==> src/rtl/cpu_pkg.sv <==
// Shared CPU definitions: datapath widths, predecode opcodes and the
// fetch-queue entry layout.
package cpu_pkg;

    localparam int unsigned WORD      = 64;
    localparam int unsigned INSTR_LEN = 32;

    // B: bits [31:26]; CBZ: bits [31:24]
    localparam logic [5:0] OPC_B   = 6'b000101;
    localparam logic [7:0] OPC_CBZ = 8'b10110100;

    typedef struct packed {
        logic [WORD-1:0]      pc;
        logic [INSTR_LEN-1:0] instr;
    } fq_entry_t;

endpackage

==> src/rtl/instr_predecode.sv <==
// Lightweight branch classifier: flags B as unconditional and CBZ as
// conditional without a full decode. Shared with the hazard unit.
module instr_predecode
    import cpu_pkg::*;
(
    input  logic [INSTR_LEN-1:0] instr,
    output logic                 is_uncond,
    output logic                 is_cond
);

    // Opcode match on the top instruction bits
    always_comb begin
        is_uncond = (instr[INSTR_LEN-1 -: 6] == OPC_B);
        is_cond   = (instr[INSTR_LEN-1 -: 8] == OPC_CBZ);
    end

endmodule

==> src/rtl/fetch_queue.sv <==
// Valid/ready instruction buffer between fetch and decode. Holds
// {pc, instruction} pairs, presents the head show-ahead with predecode
// flags, and empties on a branch redirect (flush).
module fetch_queue
    import cpu_pkg::*;
#(
    parameter int unsigned DEPTH   = 4,
    parameter int unsigned PC_W    = WORD,
    parameter int unsigned INSTR_W = INSTR_LEN
) (
    input  logic                       clk,
    input  logic                       reset,
    input  logic                       flush,
    input  logic                       in_valid,
    input  logic [PC_W-1:0]            in_pc,
    input  logic [INSTR_W-1:0]         in_instr,
    output logic                       in_ready,
    output logic                       out_valid,
    output logic [PC_W-1:0]            out_pc,
    output logic [INSTR_W-1:0]         out_instr,
    output logic                       out_is_uncond,
    output logic                       out_is_cond,
    input  logic                       out_ready,
    output logic [$clog2(DEPTH+1)-1:0] count
);

    localparam int unsigned AW = $clog2(DEPTH);
    localparam int unsigned CW = $clog2(DEPTH + 1);

    logic [PC_W-1:0]    pc_mem    [DEPTH];
    logic [INSTR_W-1:0] instr_mem [DEPTH];

    logic [AW-1:0] wr_ptr;
    logic [AW-1:0] rd_ptr;
    logic [CW-1:0] count_q;

    logic               push;
    logic               pop;
    logic [INSTR_W-1:0] head_instr;
    logic               dec_uncond;
    logic               dec_cond;

    // Handshake qualification; flush suppresses both transfers
    always_comb begin
        in_ready  = (count_q < CW'(DEPTH));
        out_valid = (count_q != '0);
        push      = in_valid && in_ready && !flush;
        pop       = out_valid && out_ready && !flush;
    end

    // Entry storage, deliberately not reset
    always_ff @(posedge clk) begin
        if (push) begin
            pc_mem[wr_ptr]    <= in_pc;
            instr_mem[wr_ptr] <= in_instr;
        end
    end

    // Pointers and occupancy; flush takes priority over push/pop
    always_ff @(posedge clk or negedge reset) begin
        if (!reset) begin
            wr_ptr  <= '0;
            rd_ptr  <= '0;
            count_q <= '0;
        end else if (flush) begin
            wr_ptr  <= '0;
            rd_ptr  <= '0;
            count_q <= '0;
        end else begin
            if (push) wr_ptr <= wr_ptr + 1'b1;
            if (pop)  rd_ptr <= rd_ptr + 1'b1;
            if (push && !pop)      count_q <= count_q + 1'b1;
            else if (pop && !push) count_q <= count_q - 1'b1;
        end
    end

    // Show-ahead head, forced to zero while empty
    always_comb begin
        out_pc     = '0;
        head_instr = '0;
        if (out_valid) begin
            out_pc     = pc_mem[rd_ptr];
            head_instr = instr_mem[rd_ptr];
        end
        out_instr     = head_instr;
        out_is_uncond = out_valid && dec_uncond;
        out_is_cond   = out_valid && dec_cond;
        count         = count_q;
    end

    instr_predecode u_predecode (
        .instr     (head_instr),
        .is_uncond (dec_uncond),
        .is_cond   (dec_cond)
    );

endmodule

==> config.mk <==
export PLATFORM = sky130hd
export DESIGN_NAME = fetch_queue
export DESIGN_NICKNAME = d
export VERILOG_FILES = /design/src/rtl/cpu_pkg.sv /design/src/rtl/instr_predecode.sv /design/src/rtl/fetch_queue.sv
export SDC_FILE = /design/constraint.sdc
export NUM_CORES = 1
export LEC_CHECK = 0
export CORE_MARGIN = 2
export CORE_UTILIZATION = 30
export DETAILED_ROUTE_END_ITERATION = 6
export GPL_TIMING_DRIVEN = 0
export SLEW_MARGIN = 10
export SYNTH_ARGS = -nofsm -noshare
export SYNTH_HDL_FRONTEND = slang
export SYNTH_SLANG_ARGS = --single-unit
==> constraint.sdc <==
create_clock -name clk -period 6.5 [get_ports clk]
set_input_delay 1.95 -clock clk [delete_from_list [all_inputs] [get_ports clk]]
set_output_delay 1.95 -clock clk [all_outputs]
set_load 0.02 [all_outputs]
==> impl_metrics.tcl, run 1 <==
set metrics [dict create \
    grt_pass1_wl_mm 48.07 \
    ys_seq_area_share_pct 78.21 \
    fillers 4474 \
    gr-total-overflow 0 \
    end_kind "output pin" \
    period_share_pct 81.44 \
    holdBufCountCts 0 \
    finalPower_mw 8.150 \
    status "complete, no violations" \
    syn_inst 662 \
    fin_util_pct 39.50 \
    rsz0062_at_grt "false" \
    hold_viol_final 0 \
    grt_busiest_layer "met2" \
    layout.cells.non_filler 1616 \
    drv_slew 0 \
    cpPeakStageDelay_ns 0.62 \
    place_ws_ns 1.595 \
    drive_gt1_share_pct 19.16 \
    power.switching_mw 2.444 \
    use_met2_pct 20.44 \
    clock_sinks 391 \
    pin_count 204 \
    grt_pass1_vias 7868 \
    die_x_um 227.4 \
    yosys.area.top_type "edfxtp_1" \
    syn_nets 768 \
    min_period_ns 5.294 \
    io_buffers 202 \
    use_met3_pct 3.433 \
    nets 1022 \
    setup_viol 0 \
    skew_ns 0.01347 \
    gp_congestion 0.6630 \
    fmax_mhz 188.9 \
    path_buf_inv 4 \
    path_delay_family "buffers and inverters" \
    ys.flop_type "edfxtp_1" \
    critPathMostFrequentCell "clkbuf_1" \
    dpl_cell_area_um2 18030 \
    antenna_found_initial 1 \
    wl_mm 32.29 \
    drv_cap 0 \
    ctsResizeCount 0 \
    start_util_pct 30.51 \
    ys_ff_latch 391 \
    crit_chain "or3_1 -> buf_2 -> clkbuf_1 -> clkbuf_1 -> and2_1 -> clkdlybuf4s50_1" \
    via_per_inst 4.486 \
    pwr-share-comb_pct 35.0 \
    grt_max_degree 49 \
    maxSlewHeadroom_pct 49.71 \
    track_usage_pct 12.62 \
    drc 0 \
    slowest_stage "clkdlybuf4s50_1" \
    vdd_drop_max_v 0.0002207 \
    placed_cells 1536 \
    root_buffer "clkbuf_16" \
    die_area_um2 51690 \
    syn_area_per_cell_um2 22.61 \
    synth_edf_count 384 \
    wl_per_cell_um 19.98 \
    post_cts_buffers 0 \
    synthArstFlopShare_pct 1.790 \
    power.leakage_nw 6.088 \
    clk_latency_ns 0.55 \
    hold_class "flip-flop to flip-flop" \
    grt_util_met1_pct 16.81 \
    design_area_um2 19370 \
    clk_path_buf_depth 3 \
    p_per_area_nw_per_um2 420.7 \
    syn_area_um2 14970 \
    cts_tree "done" \
    critPathRequiredTime_ns 4.55 \
    intPower_mw 5.706 \
    yosysMostFrequentCell "edfxtp_1" \
    crit_type "flip-flop to output pin" \
    crit_fanout 10 \
    p_clk_share_pct 28.4 \
    synth_top_area_share_pct 77.04 \
    synth_area_leaders "edfxtp_1 (77%), mux4_2 (14%), and2_1 (4.3%)" \
    drtIter0Drc 430 \
    whs_ns 0.6407 \
    tns_ns 0 \
    worstSetupStartpointType "flip-flop" \
    pwr-share-seq_pct 36.6 \
    syn_to_final_growth_pct 29.44 \
    dp_hpwl_mm 19.93 \
    worst_slew_pin_slew_ns 0.7544 \
    path_clk_slew_ns 0.06 \
    num_rows 81 \
    swShare_pct 29.99 \
    layout_setup_ws_ns 1.206 \
    drt_first_pass_iters 4 \
    numCtsBuffers 42 \
    dieHeight_um 227.4 \
    ant_nets 0 \
    synth_cell_type_count 24 \
    yosys_warnings 0 \
    h-tree-depth 2 \
    crit_arrival_ns 3.34 \
    vias 7250 \
    core_area_um2 49050 \
    ys_top_cells_by_count "edfxtp_1 (384), and2_1 (102), mux4_2 (96)" \
]
## worst min-delay path: cells and delay by family (launching register included)
family / cells / cell delay [ns]
and+or+nand+nor: 1 / 0.08
xor gates and xnor gates: 1 / 0.10
DFF: 1 / 0.42
## power groups by stage
stage / Combinational [mW] / Clock, mW / Sequential [mW]
floorplan: 1.61 / 0 / 3.05
detailed placement: 2.92 / 0 / 3.04
global placement: 2.90 / 0 / 3.06
finish: 2.85 / 2.32 / 2.98
CTS: 2.93 / 2.40 / 2.98
global route: 3.07 / 2.50 / 3.00
## layer usage
metal,up-vias,part of all wire (%),wire length (um)
li1,3206,-,-
met1,3811,44,14180
met2,187,48,15600
met3,44,5.8,1881
met4,2,1.9,610
met5,-,0.040,13
## path summary, 6_finish.rpt
kind,start,to,slack [ns],cells past startpoint
min in group asynchronous,reset,wr_ptr[0],1.69,1
min reg2reg,wr_ptr[0],wr_ptr[0],0.64,2
max,count[2],out_pc[59],1.21,6
min,wr_ptr[0],wr_ptr[0],0.64,2
max in group asynchronous,reset,count[0],4.53,1
max reg2reg,count[2],pc_mem[2][37],3.88,5
## kinds of logic after synthesis
logic type               Yosys count  synth area share [%]
multiplexers                      96                 14.45
adder cells (fa/ha/maj)            5                0.4682
XOR/XNOR                           4                0.2341
flip-flops                       391                 78.21
buffers and inverters             39                 1.438
AO/OA/AOI/OAI                      6                0.2926
AND/OR/NAND/NOR                  121                 4.907
## placed cells by master (no fill, tap or decap)
master / count
edfxtp_1: 384
dfrtp_1: 7
xnor2_1: 2
clkdlybuf4s50_1: 202
and2_1: 98
nor4_2: 1
inv_1: 5
buf_6: 7
a21oi_1: 3
mux4_2: 96
clkinv_1: 10
o31ai_2: 1
a211oi_1: 1
a41oi_1: 1
xor2_1: 2
buf_2: 13
clkbuf_1: 30
ha_1: 4
fa_1: 1
buf_16: 6
nand3b_1: 1
nand3_1: 2
or3_1: 1
diode_2: 2
clkinv_2: 4
buf_12: 2
nor2_1: 9
and2_4: 4
nand2_1: 1
bufinv_16: 3
nor2b_1: 2
nor3_1: 2
clkbuf_16: 45
## registers in the layout, indices dropped and copies added, names as in the netlist
signal	count
wr_ptr	2
instr_mem	128
count	3
rd_ptr	2
pc_mem	256
## area by class of cell
cell class | instances | area [um^2] | share of cell area, %
plain buffers | 34 | 196.4 | 1.014
clock buffers | 61 | 1186 | 6.122
flip-flops and latches | 391 | 11710 | 60.42
multi-input cells | 232 | 3055 | 15.77
inverters | 5 | 18.77 | 0.09687
repair buffers | 210 | 2227 | 11.50
clock inverters | 17 | 147.6 | 0.7621
diodes | 2 | 5.005 | 0.02583
well taps | 664 | 830.8 | 4.288
Power figures use the tool's default switching activity.
==> run 2: changes to the inputs <==
==> constraint.sdc (replaced) <==
create_clock -name clk -period 4.3 [get_ports clk]
set_input_delay 1.29 -clock clk [delete_from_list [all_inputs] [get_ports clk]]
set_output_delay 1.29 -clock clk [all_outputs]
set_load 0.02 [all_outputs]
==> run 2 against run 1 <==
- worst setup slack got worse by 1.0 ns
- register-to-register slack got worse by 2.3 ns
- flip-flop and latch count did not move
- cell count fell by 0.19%
- largest cell class unchanged
- sequential share of layout area barely moved
- global-route usage fell by 0.13 points
- sequential power rose by 51%
- clock power rose by 51%
- combinational power rose by 52%
- largest power group unchanged
==> impl_metrics.tcl, run 2 (same netlist as run 1, synthesis figures left out) <==
set metrics [dict create \
    status "complete, no violations" \
    setup_viol 0 \
    place_ws_ns 0.01640 \
    clk_path_buf_depth 3 \
    clock_sinks 391 \
    fin_util_pct 39.51 \
    track_usage_pct 12.49 \
    fmax_mhz 242.0 \
    placed_cells 1536 \
    whs_ns 0.6159 \
    ant_nets 0 \
    worstSetupStartpointType "flip-flop" \
    rr_startpoint "count[2]" \
    pwr-share-comb_pct 35.2 \
    core_area_um2 49050 \
    final_cell_mix "edfxtp_1 (384), clkdlybuf4s50_1 (198), and2_1 (98), mux4_2 (96), clkbuf_16 (43)" \
    numCtsBuffers 42 \
    root_buffer "clkbuf_16" \
    p_clk_share_pct 28.3 \
    io_buffers 202 \
    routed-wl-met2_mm 15.42 \
    antenna_found_initial 2 \
    hold_class "flip-flop to flip-flop" \
    dp_hpwl_mm 20.45 \
    highest_layer "met5" \
    drive_gt1_share_pct 20.15 \
    crit_type "flip-flop to output pin" \
    path_clk_slew_ns 0.06 \
    drtIter0Drc 373 \
    drv_cap 0 \
    largest_reg_flops 256 \
    hold_viol_final 0 \
    start_util_pct 30.51 \
    grt_pass1_vias 7782 \
    power.leakage_nw 6.159 \
    power.switching_mw 3.715 \
    drt_first_pass_iters 4 \
    crit_fanout 10 \
    regMostFlops "pc_mem" \
    gp_congestion 0.7099 \
    via_per_inst 4.485 \
    p_per_area_nw_per_um2 637.0 \
    drc 0 \
    pin_count 204 \
    syn_to_final_growth_pct 29.49 \
    intPower_mw 8.630 \
    regToRegEndpoint "pc_mem[2][42]" \
    worst_slew_pin_slew_ns 0.6596 \
    num_rows 81 \
    finalPower_mw 12.35 \
    swShare_pct 30.10 \
    layout.cells.non_filler 1613 \
    nets 1022 \
    die_x_um 227.4 \
    ff2ff_setup_slack_ns 1.60 \
    grt_pass1_wl_mm 47.64 \
    post_cts_buffers 0 \
    dpl_cell_area_um2 18020 \
    rsz0062_at_grt "false" \
    crit_arrival_ns 2.84 \
    tns_ns 0 \
    vdd_drop_max_v 0.0003953 \
    period_share_pct 96.11 \
    final_common_cell "edfxtp_1" \
    end_kind "output pin" \
    startpoint "count[1]" \
    critPathRequiredTime_ns 3.01 \
    design_area_um2 19380 \
    vias 7235 \
    clk_latency_ns 0.55 \
    ff2ff_path_depth 5 \
    wl_mm 32.16 \
    met1Wirelength_mm 13.99 \
    min_period_ns 4.133 \
    drv_slew 0 \
    wl_met3_mm 2.094 \
    maxSlewHeadroom_pct 56.03 \
    gr-total-overflow 0 \
    pwr-share-seq_pct 36.5 \
    grt_max_degree 40 \
    h-tree-depth 2 \
    cts_tree "done" \
    dieHeight_um 227.4 \
    skew_ns 0.01777 \
    worstSetupEndpoint "out_pc[41]" \
    wl_per_cell_um 19.94 \
    layout_setup_ws_ns 0.1674 \
    die_area_um2 51690 \
]
==> run 2: changes by cell type in the layout (fill, tap and decap cells not counted), moves of 3 or more <==
cell             delta
dlymetal6s2s_1      +4
clkinv_1            -4
buf_4               +3
clkbuf_1            -7
clkbuf_4            +3
clkbuf_2            +3
clkdlybuf4s50_1     -4
buf_2               -4
==> run 2: cell type report <==
type | instances | area, um^2
fill | 4519 | 29670
sequential | 391 | 11710
multi-input combinational | 232 | 3055
timing repair buffer | 210 | 2222
clock buffer | 57 | 1129
tap | 664 | 830.8
buffer | 34 | 217.7
clock inverter | 19 | 198.9
inverter | 5 | 18.77
antenna | 1 | 2.502
==> run 2: power groups by stage <==
stage | Clock, mW | Combinational [mW] | Sequential [mW]
detailed placement | 0 | 4.45 | 4.59
finish | 3.50 | 4.34 | 4.51
floorplan | 0 | 2.43 | 4.59
CTS | 3.62 | 4.48 | 4.51
global placement | 0 | 4.41 | 4.60
global route | 3.74 | 4.68 | 4.53
==> run 2: how the worst min path moves through the flow <==
stage	startpoint	endpoint	slack [ns]	depth (start not counted)
2_1_floorplan	wr_ptr[0]	wr_ptr[0]	0.56	2
3_3_place_gp	wr_ptr[0]	wr_ptr[0]	0.59	2
3_5_place_dp	wr_ptr[0]	wr_ptr[0]	0.61	2
4_1_cts	wr_ptr[0]	wr_ptr[0]	0.63	2
5_1_grt	wr_ptr[0]	wr_ptr[0]	0.68	2
6_report	wr_ptr[0]	wr_ptr[0]	0.62	2
==> run 2: routing by layer <==
layer	up-vias	global-route usage, %
met4	2	3.289
met2	185	20.43
met1	3796	16.07
li1	3205	-
met5	-	0
met3	47	4.027
==> run 2: timing repair <==
| action | CTS | global route |
|---|---|---|
| endpoints found under the setup margin | 59 | 8 |
| pin swaps | 0 | 0 |
| hold buffers | 0 | 0 |
| gates resized for setup | 9 | 7 |
==> run 2: critical path, stage by stage (launching register included) <==
cell	delay [ns]
dfrtp_1	0.43
or3_1	0.40
buf_4	0.23
clkbuf_4	0.25
clkbuf_2	0.24
and2_1	0.19
clkdlybuf4s50_1	0.53
